### config.mk
export PLATFORM = sky130hd
export DESIGN_NAME = put_arbiter
export DESIGN_NICKNAME = d
export VERILOG_FILES = /design/src/rtl/put_arbiter.sv
export SDC_FILE = /design/constraint.sdc
export NUM_CORES = 1
export LEC_CHECK = 0
export CAP_MARGIN = 25
export CORE_MARGIN = 2
export CORE_UTILIZATION = 50
export CTS_CLUSTER_DIAMETER = 80
export DETAILED_ROUTE_END_ITERATION = 8
export PLACE_DENSITY_LB_ADDON = 0.1
export SLEW_MARGIN = 25
export SYNTH_ARGS = -nofsm -noshare
export SYNTH_HDL_FRONTEND = slang
export SYNTH_SLANG_ARGS = --single-unit
### constraint.sdc
create_clock -name CLK -period 5.2 [get_ports CLK]
set_input_delay 0.52 -clock CLK [delete_from_list [all_inputs] [get_ports CLK]]
set_output_delay 0.52 -clock CLK [all_outputs]
set_load 0.1 [all_outputs]
### src/rtl/put_arbiter.sv
// put_arbiter: round-robin arbiter feeding a 2-entry {src, payload} FIFO.
// Ports:
//   CLK, RST           clock, async active-low reset
//   req[N]             level request per requester
//   put[N*DW]          payload lanes, lane i at [i*DW +: DW]
//   EN_put[N]/RDY_put  per-requester enqueue handshake
//   get/get_src        FIFO head payload and originating port
//   EN_get/RDY_get     dequeue handshake
//   err                sticky protocol-violation flag
//   beats              16-bit wrapping count of accepted puts
module put_arbiter #(
    parameter int DATA_WIDTH = 32,
    parameter int NUM_PORTS  = 2
) (
    input  logic                            CLK,
    input  logic                            RST,
    input  logic [NUM_PORTS-1:0]            req,
    input  logic [NUM_PORTS*DATA_WIDTH-1:0] put,
    input  logic [NUM_PORTS-1:0]            EN_put,
    output logic [NUM_PORTS-1:0]            RDY_put,
    output logic [DATA_WIDTH-1:0]           get,
    output logic [1:0]                      get_src,
    input  logic                            EN_get,
    output logic                            RDY_get,
    output logic                            err,
    output logic [15:0]                     beats
);

    localparam int EW = DATA_WIDTH + 2;

    logic [NUM_PORTS-1:0] grant_q, grant_d;
    logic [1:0]           last_q, last_d;
    logic [EW-1:0]        mem0_q, mem0_d;
    logic [EW-1:0]        mem1_q, mem1_d;
    logic                 rd_ptr_q, rd_ptr_d;
    logic                 wr_ptr_q, wr_ptr_d;
    logic [1:0]           count_q, count_d;
    logic                 err_q, err_d;
    logic [15:0]          beats_q, beats_d;

    // Internal views padded to the 4-port maximum so that port
    // indices are always exactly two bits wide.
    logic [3:0]              gnt_w;
    logic [3:0]              req_w;
    logic [3:0]              pick_w;
    logic [4*DATA_WIDTH-1:0] put_w;

    logic                  full;
    logic [EW-1:0]         head;
    logic [1:0]            hold_idx;
    logic [DATA_WIDTH-1:0] hold_data;
    logic                  put_acc;
    logic                  get_acc;
    logic                  viol;
    logic                  holder_req;
    logic                  regrant;
    logic                  found;
    logic [2:0]            sum;

    // Handshake outputs depend only on registered state.
    always_comb begin
        full    = (count_q == 2'd2);
        RDY_put = full ? '0 : grant_q;
        RDY_get = (count_q != 2'd0);
        head    = rd_ptr_q ? mem1_q : mem0_q;
        get     = RDY_get ? head[DATA_WIDTH-1:0] : '0;
        get_src = RDY_get ? head[EW-1 -: 2] : 2'd0;
        err     = err_q;
        beats   = beats_q;
    end

    always_comb begin
        gnt_w = 4'(grant_q);
        req_w = 4'(req);
        put_w = (4*DATA_WIDTH)'(put);

        // One-hot grant to binary holder index.
        hold_idx = {gnt_w[3] | gnt_w[2], gnt_w[3] | gnt_w[1]};

        case (hold_idx)
            2'd0:    hold_data = put_w[0*DATA_WIDTH +: DATA_WIDTH];
            2'd1:    hold_data = put_w[1*DATA_WIDTH +: DATA_WIDTH];
            2'd2:    hold_data = put_w[2*DATA_WIDTH +: DATA_WIDTH];
            default: hold_data = put_w[3*DATA_WIDTH +: DATA_WIDTH];
        endcase

        put_acc    = |(EN_put & RDY_put);
        get_acc    = EN_get & RDY_get;
        viol       = (|(EN_put & ~RDY_put)) | (EN_get & ~RDY_get);
        holder_req = |(grant_q & req);
        regrant    = ~(|grant_q) | put_acc | ~holder_req;

        last_d = put_acc ? hold_idx : last_q;

        // Scan last+1 .. last (mod NUM_PORTS) from the updated
        // pointer, so a just-served port has lowest priority.
        pick_w = 4'd0;
        found  = 1'b0;
        sum    = 3'd0;
        for (int k = 1; k <= 4; k++) begin
            if (k <= NUM_PORTS) begin
                sum = {1'b0, last_d} + 3'(k);
                if (sum >= 3'(NUM_PORTS)) begin
                    sum = sum - 3'(NUM_PORTS);
                end
                if (!found && req_w[sum[1:0]]) begin
                    pick_w[sum[1:0]] = 1'b1;
                    found            = 1'b1;
                end
            end
        end

        grant_d = regrant ? NUM_PORTS'(pick_w) : grant_q;

        // Full blocks puts, so pop-then-push never overflows.
        mem0_d   = (put_acc && !wr_ptr_q) ? {hold_idx, hold_data} : mem0_q;
        mem1_d   = (put_acc &&  wr_ptr_q) ? {hold_idx, hold_data} : mem1_q;
        wr_ptr_d = wr_ptr_q ^ put_acc;
        rd_ptr_d = rd_ptr_q ^ get_acc;
        count_d  = count_q + 2'(put_acc) - 2'(get_acc);
        beats_d  = beats_q + 16'(put_acc);
        err_d    = err_q | viol;
    end

    always_ff @(posedge CLK or negedge RST) begin
        if (!RST) begin
            grant_q  <= '0;
            last_q   <= 2'(NUM_PORTS - 1);
            mem0_q   <= '0;
            mem1_q   <= '0;
            rd_ptr_q <= 1'b0;
            wr_ptr_q <= 1'b0;
            count_q  <= 2'd0;
            err_q    <= 1'b0;
            beats_q  <= 16'd0;
        end else begin
            grant_q  <= grant_d;
            last_q   <= last_d;
            mem0_q   <= mem0_d;
            mem1_q   <= mem1_d;
            rd_ptr_q <= rd_ptr_d;
            wr_ptr_q <= wr_ptr_d;
            count_q  <= count_d;
            err_q    <= err_d;
            beats_q  <= beats_d;
        end
    end

endmodule
==> metrics.txt <==
status=complete, no violations; fin nets=612; Setup TNS=0 ns; site row count=34; TritonCTS Buffers=9; first-iteration detailed-routing DRC count=134; Total GRT Usage=19.7%; CTS tree=yes; WS Path Type=reg2out; first-pass iteration count of the detailed router=4; ANT cells=0; final setup vio count=0; first-pass GRT wire length=15,300 um; Final period util=65.7%; share of cells above drive strength 1=7.41%; Syn. warnings=0; Pins Over Slew Limit=0; vias=3,306; Net Count, Synth=500; Worst-Skew Late Latency=0.35 ns; final core occ=68.0%; worst-path fanout max=34; sequential fraction of the synthesis area=52.3%; H-tree levels=3; post-CTS setup buffers=0; CP Cell Sequence=mux2i_1 > nor2_1 > clkdlybuf4s50_1; fmax=293 MHz; full die area=9470 um^2; Synth area leaders=dfrtp_1, mux2i_1, nor2_1; Slew @ Worst Pin=1.03 ns; post-route ant nets=0; Async S/R FF share, synth=100%; Setup crit end kind=output pin; Worst R2R Path Depth=6; CTS Root Buffer Type=clkbuf_8; CP required=4.68 ns; Area Growth Syn to Fin=34.2%; worst path arrival time=2.90 ns; Avg Inst Size Synth=10.3 um^2; Avg WL per Cell=14.1 um; start of the worst register-to-register path=count_q[1]$_DFF_PN0_; Post-synth top flop=dfrtp_1; most common cell in the netlist=nor2_1; Worst Hold Class=in2async; die width=97.3 um; CP Capture Point=get[10]; EDFF count, synth=0; max incr delay on CP=1.16 ns; initial antenna violation count=0; RSZ-0062 raised after global routing=no; Mapped Cells=423; post-layout min period=3.42 ns; startpoint types=flip-flop; worst-case clock buffer depth=2; DR vias/cell=5.10; Slew Limit Headroom=31.3%; initial core utilization=50.7%; leading area contributor after synthesis=dfrtp_1; FF-to-FF setup slack=2.77 ns; Worst setup startpoint=rd_ptr_q$_DFF_PN0_; Final Hold Viols=0; Setup Skew=0.00842 ns; GP Congestion=0.798; mapped cell area=4360 um^2; DRC errors left=0; Max Cap Viol=0; Overflow after GRT=0; Total Wirelength=9160 um; Critical-path top delay cell=clkdlybuf4s50_1; # clock sinks=91; post-synth top area share=51.7%; io pins=125; largest net degree at the start of global routing=87; number of global-route vias before repair=3,190; Port Buf Inserts=123; core area=8590 um^2; clock-pin slew of the registers on the worst-case setup and hold paths=0.09 ns; dpl hpwl=6390 um; die span in y=97.3 um; post-synth cell types=38; Seq cells post-synth=91; Post-synth top cells=nor2_1, dfrtp_1, mux2i_1; r2r endpoint=mem1_q[17]$_DFFE_PN0P_
[how the worst min path moves through the flow]
stage                     slack, ns                     end  depth (start not counted)  startpoint
after global routing           0.50  grant_q[1]$_DFFE_PN0P_                          2         RST
after floorplan                0.22      beats[0]$_DFF_PN0_                          0         RST
after global placement         0.33           err$_DFF_PN0_                          1         RST
final                          0.51  grant_q[1]$_DFFE_PN0P_                          2         RST
after CTS                      0.50  grant_q[1]$_DFFE_PN0P_                          2         RST
after detailed placement       0.33  grant_q[0]$_DFFE_PN0P_                          1         RST
[flip-flops by register name (all words and copies together) (netlist names)]
name,cells
beats,16
last_q,2
count_q,2
err,1
wr_ptr_q,1
mem1_q,33
rd_ptr_q,1
grant_q,2
mem0_q,33
[repair_timing]
| action | in CTS | in global routing |
|---|---|---|
| endpoints found under the hold margin | 4 | 0 |
| gates resized for setup | 0 | 0 |
| hold buffers | 1 | 0 |
[critical path: cells and delay by family (launching register included)]
kind,cells,cell delay [ns]
buf+inv,1,1.16
flops,1,1.05
mux,1,0.17
simple gates,1,0.16
[layer usage]
layer	vias to the layer above	wire, um	global-route usage (%)	part of all wire (%)
met5	-	0	0	0
met2	91	4210	31.3	46
met4	0	150	6.84	1.6
met1	1558	4250	26.9	46
met3	12	549	4.82	6.0
li1	1645	-	-	-
[cell families (layout without fill, tap and decap cells)]
family,Yosys count,after routing,synth area share (%)
muxes,68,68,15.7
DFF,91,91,52.3
adders and majority gates,6,6,1.72
and+or+nand+nor,127,127,12.6
AOI/OAI and AO/OA,76,76,9.48
xor gates and xnor gates,18,18,3.79
buffers and inverters,36,153,4.31
other,1,1,0.0861
[area by class of cell]
class / count / area, um^2
Clock buffer: 9 / 124
Clock inverter: 7 / 98.8
Fill cell: 660 / 2750
Inverter: 8 / 30.0
Multi-Input combinational cell: 296 / 1890
Sequential cell: 91 / 2280
Tap cell: 108 / 135
Timing Repair Buffer: 129 / 1280
[stage by stage]
step                      cells  setup WS (ns)  hold slack [ns]  instance area, um^2
after global routing        648           1.65            0.500                 5840
after global placement      631           2.16            0.329                 5610
after CTS                   648           1.76            0.501                 5840
final                       648           1.78            0.505                 5840
after detailed placement    631           2.15            0.328                 5610
after floorplan             423           2.62            0.224                 4360
[cells in the final DEF, fill, tap and decap left out, types with 2 or more instances in the layout]
master,Yosys,routed
nand2_1,6,6
dfrtp_1,90,88
nand4_1,3,3
nor2_1,100,100
dfrtp_2,0,2
nor2_2,2,2
o21ai_1,2,2
inv_1,6,6
clkbuf_8,0,9
mux2i_1,66,66
ha_2,0,2
buf_4,7,5
inv_2,2,2
xnor2_1,13,13
and3_1,4,4
bufinv_16,0,2
mux2_2,2,2
a21oi_1,65,65
clkdlybuf4s50_1,0,122
nand3_2,2,2
inv_6,0,3
ha_1,6,4
nand3_1,5,5
xor2_1,4,4
o21ai_0,2,2
Power is left out: the tool's default activity adds up to more than one toggle a clock period on the data nets, which glitch-free logic cannot reach.
